**src/rtl/radix3_bfly27_s1.sv**
```systemverilog
// First radix-3 butterfly stage of the 27-point FFT.
// Collects sample triples, computes the twiddle-free 3-point DFT, streams X0/X1/X2.
module radix3_bfly27_s1 #(
    parameter int WIDTH  = 18,
    parameter int COEF_W = 16,
    parameter int K_SQ3  = 28378
) (
    input  logic                    clk,
    input  logic                    rst,
    input  logic signed [WIDTH-1:0] di_re,
    input  logic signed [WIDTH-1:0] di_im,
    input  logic                    di_en,
    output logic signed [WIDTH+1:0] do_re,
    output logic signed [WIDTH+1:0] do_im,
    output logic                    do_en,
    output logic                    do_last
);

    localparam int SW = WIDTH + 1;
    localparam int OW = WIDTH + 2;
    localparam int PW = COEF_W + WIDTH + 1;
    localparam logic signed [COEF_W-1:0] KC = COEF_W'(K_SQ3);

    logic signed [WIDTH-1:0] a_re, a_im, b_re, b_im, c_re, c_im;
    logic [1:0]              idx;
    logic                    cv;

    logic signed [OW-1:0] x0_re, x0_im, x1_re, x1_im, x2_re, x2_im;
    logic                 rv;
    logic [1:0]           ph;
    logic [4:0]           cnt;

    logic signed [SW-1:0] s_re, s_im, d_re, d_im;
    logic signed [PW-1:0] p_re, p_im;
    logic signed [OW-1:0] m_re, m_im, h_re, h_im;
    logic signed [OW-1:0] ax_re, ax_im, sx_re, sx_im;
    logic signed [OW-1:0] n0_re, n0_im, n1_re, n1_im, n2_re, n2_im;

    assign s_re = {b_re[WIDTH-1], b_re} + {c_re[WIDTH-1], c_re};
    assign s_im = {b_im[WIDTH-1], b_im} + {c_im[WIDTH-1], c_im};
    assign d_re = {b_re[WIDTH-1], b_re} - {c_re[WIDTH-1], c_re};
    assign d_im = {b_im[WIDTH-1], b_im} - {c_im[WIDTH-1], c_im};

    // Exact product; the upper slice is the floored arithmetic shift.
    assign p_re = {{(PW-COEF_W){KC[COEF_W-1]}}, KC}
                * {{(PW-SW){d_re[SW-1]}}, d_re};
    assign p_im = {{(PW-COEF_W){KC[COEF_W-1]}}, KC}
                * {{(PW-SW){d_im[SW-1]}}, d_im};
    assign m_re = p_re[PW-1:COEF_W-1];
    assign m_im = p_im[PW-1:COEF_W-1];

    assign h_re  = {{2{s_re[SW-1]}}, s_re[SW-1:1]};
    assign h_im  = {{2{s_im[SW-1]}}, s_im[SW-1:1]};
    assign ax_re = {{2{a_re[WIDTH-1]}}, a_re};
    assign ax_im = {{2{a_im[WIDTH-1]}}, a_im};
    assign sx_re = {s_re[SW-1], s_re};
    assign sx_im = {s_im[SW-1], s_im};

    assign n0_re = ax_re + sx_re;
    assign n0_im = ax_im + sx_im;
    assign n1_re = ax_re - h_re + m_im;
    assign n1_im = ax_im - h_im - m_re;
    assign n2_re = ax_re - h_re - m_im;
    assign n2_im = ax_im - h_im + m_re;

    always_ff @(posedge clk) begin
        if (!rst) begin
            idx  <= 2'd0;
            cv   <= 1'b0;
            a_re <= '0;
            a_im <= '0;
            b_re <= '0;
            b_im <= '0;
            c_re <= '0;
            c_im <= '0;
        end else begin
            cv <= di_en && (idx == 2'd2);
            if (di_en) begin
                unique case (idx)
                    2'd0: begin
                        a_re <= di_re;
                        a_im <= di_im;
                    end
                    2'd1: begin
                        b_re <= di_re;
                        b_im <= di_im;
                    end
                    default: begin
                        c_re <= di_re;
                        c_im <= di_im;
                    end
                endcase
                idx <= (idx == 2'd2) ? 2'd0 : idx + 2'd1;
            end
        end
    end

    // A new triple may land on the same edge that launches X2 of the old one.
    always_ff @(posedge clk) begin
        if (!rst) begin
            rv      <= 1'b0;
            ph      <= 2'd0;
            cnt     <= 5'd0;
            x0_re   <= '0;
            x0_im   <= '0;
            x1_re   <= '0;
            x1_im   <= '0;
            x2_re   <= '0;
            x2_im   <= '0;
            do_re   <= '0;
            do_im   <= '0;
            do_en   <= 1'b0;
            do_last <= 1'b0;
        end else begin
            if (rv) begin
                do_en   <= 1'b1;
                do_last <= (cnt == 5'd26);
                cnt     <= (cnt == 5'd26) ? 5'd0 : cnt + 5'd1;
                unique case (ph)
                    2'd0: begin
                        do_re <= x0_re;
                        do_im <= x0_im;
                    end
                    2'd1: begin
                        do_re <= x1_re;
                        do_im <= x1_im;
                    end
                    default: begin
                        do_re <= x2_re;
                        do_im <= x2_im;
                    end
                endcase
                ph <= (ph == 2'd2) ? 2'd0 : ph + 2'd1;
                if (ph == 2'd2) rv <= 1'b0;
            end else begin
                do_en   <= 1'b0;
                do_last <= 1'b0;
                do_re   <= '0;
                do_im   <= '0;
            end
            if (cv) begin
                x0_re <= n0_re;
                x0_im <= n0_im;
                x1_re <= n1_re;
                x1_im <= n1_im;
                x2_re <= n2_re;
                x2_im <= n2_im;
                rv    <= 1'b1;
                ph    <= 2'd0;
            end
        end
    end

endmodule
```
**config.mk**
```make
export PLATFORM = sky130hd
export DESIGN_NAME = radix3_bfly27_s1
export DESIGN_NICKNAME = d
export VERILOG_FILES = /design/src/rtl/radix3_bfly27_s1.sv
export SDC_FILE = /design/constraint.sdc
export NUM_CORES = 2
export LEC_CHECK = 0
export BUFFER_PORTS_ARGS = -buffer_cell sky130_fd_sc_hd__buf_2
export CAP_MARGIN = 20
export CORE_MARGIN = 2
export CORE_UTILIZATION = 55
export CTS_BUF_LIST = sky130_fd_sc_hd__clkbuf_8
export DETAILED_ROUTE_END_ITERATION = 16
export PLACE_DENSITY = 0.76
export SLEW_MARGIN = 10
export SYNTH_ARGS = -nofsm -noshare
export SYNTH_HDL_FRONTEND = slang
export SYNTH_SLANG_ARGS = --single-unit
```
**constraint.sdc**
```tcl
create_clock -name clk -period 9.6 [get_ports clk]
set_input_delay 1.44 -clock clk [delete_from_list [all_inputs] [get_ports clk]]
set_output_delay 1.44 -clock clk [all_outputs]
set_load 0.005 [all_outputs]
```
==> metrics <==
status=finished, final reports clean; Post-synth EDFFs=0; min Tclk post-route=9380 ps; max cap viols=0; worst hold margin=459 ps; H-tree Lvls=2; CTS tree=done; hold_buf cts=0; standard-cell rows=87; Max Clock Skew=57.4 ps; CP Max Fanout=9; proportion of layout cells with a drive suffix above 1=9.00%; crit start category=register; pre-CTS setup slack=-222 ps; Via density=5.52; Worst Tran Pin Value=1030 ps; Net count, final=4566; Final Hold Vio Count=0; initial antenna violation count=1; minimum setup slack in the final design=220 ps; Cell variety after synth=79; Synth Area in Simple Gates=12.1%; post-synthesis mux area share=2.83%; Crit-path slowest cell=fa_1; count of pins over their slew limit=0; Iter 0 DRT Violations=1671; Setup CP Type=reg -> reg; synthesized area=31500 sq um; Yosys top cell area share=18.4%; crit-path max cell delay=560 ps; die height=243 um; dpl cell area=32900 sq um; CTS sink count=279; Max clock buf depth=3; most common library cells after synthesis=inv_1 (617), ha_1 (428), a21oi_1 (359), nor2_1 (322), nand2_1 (292); Max-slew headroom=31.5%; area of the core=56500 sq um; ys async rst share=0%; grt ovf=0; Die Footprint=59200 sq um; DR vias=25386; Port-buffer cells=80; Compound-Gate Fraction of Synth Area=15.3%; Multi-input gate area=23500 sq um; number of global-route vias before repair=24989; Detail Placement HPWL=68.2 mm; Yosys reg bits=279; Total Routing Usage GR=28.0%; largest net degree at the start of global routing=91; Reg area=5590 sq um; ANT nets after route=0; Area growth syn-to-layout=9.54%; Clock Tree Root=clkbuf_8; worst endpoint required time=10150 ps; DRC errors left=0; Post-Synth XOR/XNOR Area=7.58%; synth warn=0; largest family of logic cells by synthesized area=adder cells; Seq/Total Area, Yosys=17.7%; Mapped Avg Cell Area=8.44 sq um; Mapped Cells=3733; CP arrival=9930 ps; final WL=83.6 mm; critical path endpoint category=register; Synth Flop Type=dfxtp_1; Pre-antenna DRT Iters=5; CTS Buf Count=49; # IOs=81; Die Wd=243 um; final setup violation count=0; main area contributors after synthesis=fa_1 (18%), dfxtp_1 (18%), ha_1 (17%), inv_1 (7.4%), a21oi_1 (5.7%); WL per Instance=18.2 um; most common cell in the netlist=inv_1; post-synth top area cell=fa_1; Clock Latency Late Sink=660 ps; CTS clk-pin slew, worst paths=70 ps; Synth Area in Adders=35.4%; global-route wire length before repair=132 mm; Critical Path Most Common Cell=inv_1; f_max=107 MHz; final instance area=34500 sq um; Fill cells=4920; final period utilization=97.7%; gp weighted congestion=0.959; Hold Crit Class=reg -> reg; final core utilization=61.1%; Initial Util=55.7%; unrepaired setup endpoints after global routing=yes
per-stage QoR:
stage               cells  setup TNS (ps)
floorplan            3734               0
global placement     4507           -72.8
detailed placement   4507            -588
CTS                  4594               0
global route         4602            -320
finish               4602               0
state kept, by name, summed over array words and instances (netlist names), 19 cells and up:
register and flops:
do_im 20, do_re 20, x0_im 20, x0_re 20, x1_im 20, x1_re 20
x2_im 19, x2_re 19
critical path: cells and delay by family, from the launching register on:
family | cells | cell delay [ps]
fa+ha+maj | 9 | 3940
compound gates | 13 | 2800
flops | 1 | 350
xor+xnor | 3 | 630
simple gates | 6 | 1120
buf+inv | 6 | 420
cells by family (layout without fill, tap and decap cells):
| kind of cell | Yosys count | count (layout) |
|---|---|---|
| muxes | 89 | 89 |
| adders and majority gates | 718 | 718 |
| and+or+nand+nor | 867 | 867 |
| DFF | 279 | 279 |
| xor gates and xnor gates | 270 | 270 |
| AOI/OAI and AO/OA | 761 | 761 |
| other | 1 | 3 |
| buffers and inverters | 748 | 859 |
cell type report:
type	count	area share (%)
multi-input cells	2707	68.0
flip-flops and latches	279	16.2
repair buffers	154	2.79
clock inverters	23	0.925
clock buffers	64	2.55
diodes	1	0.00725
well taps	756	2.74
inverters	618	6.74
cell usage in the layout (no fill, tap or decap), types with 38 or more instances in the layout:
cell	Yosys	routed
clkbuf_8	0	64
dfxtp_1	279	274
buf_4	0	73
nand3_1	38	38
inv_1	617	619
ha_1	428	418
buf_2	5	80
mux2i_1	88	88
a211oi_1	48	45
o21ai_0	75	69
a21o_1	68	68
nor3_1	53	52
nor2_1	322	318
xor2_1	94	93
nand2_1	292	291
a21oi_1	359	345
o21bai_1	47	47
xnor2_1	174	161
fa_1	290	290
per-layer routing:
layer,global-route usage (%),wire length [um],up-vias
li1,-,-,12390
met3,4.33,5090,143
met1,37.9,37700,12135
met5,0,0,-
met4,9.33,2860,0
met2,45.8,38000,718
final timing paths:
check	startpoint	to	slack [ps]	cells past startpoint
setup / recovery	c_re[7]$_SDFFE_PN0P_	x2_im[18]$_SDFFE_PN0P_	220	37
hold / removal	x1_re[19]$_SDFFE_PN0P_	x1_re[19]$_SDFFE_PN0P_	460	2
hold reg to reg	x1_re[19]$_SDFFE_PN0P_	x1_re[19]$_SDFFE_PN0P_	460	2
setup reg to reg	c_re[7]$_SDFFE_PN0P_	x2_im[18]$_SDFFE_PN0P_	220	37
what timing repair did:
item / 4_1_cts / 5_1_grt
endpoints found under the setup margin: 5 / 34
setup buffers: 0 / 6
endpoints found under the hold margin: 0 / 0
pin swaps: 0 / 21
gates resized for setup: 2 / 75
Power is not shown: default switching activity piles up to over one toggle a cycle in this logic, so the estimate is an artifact.
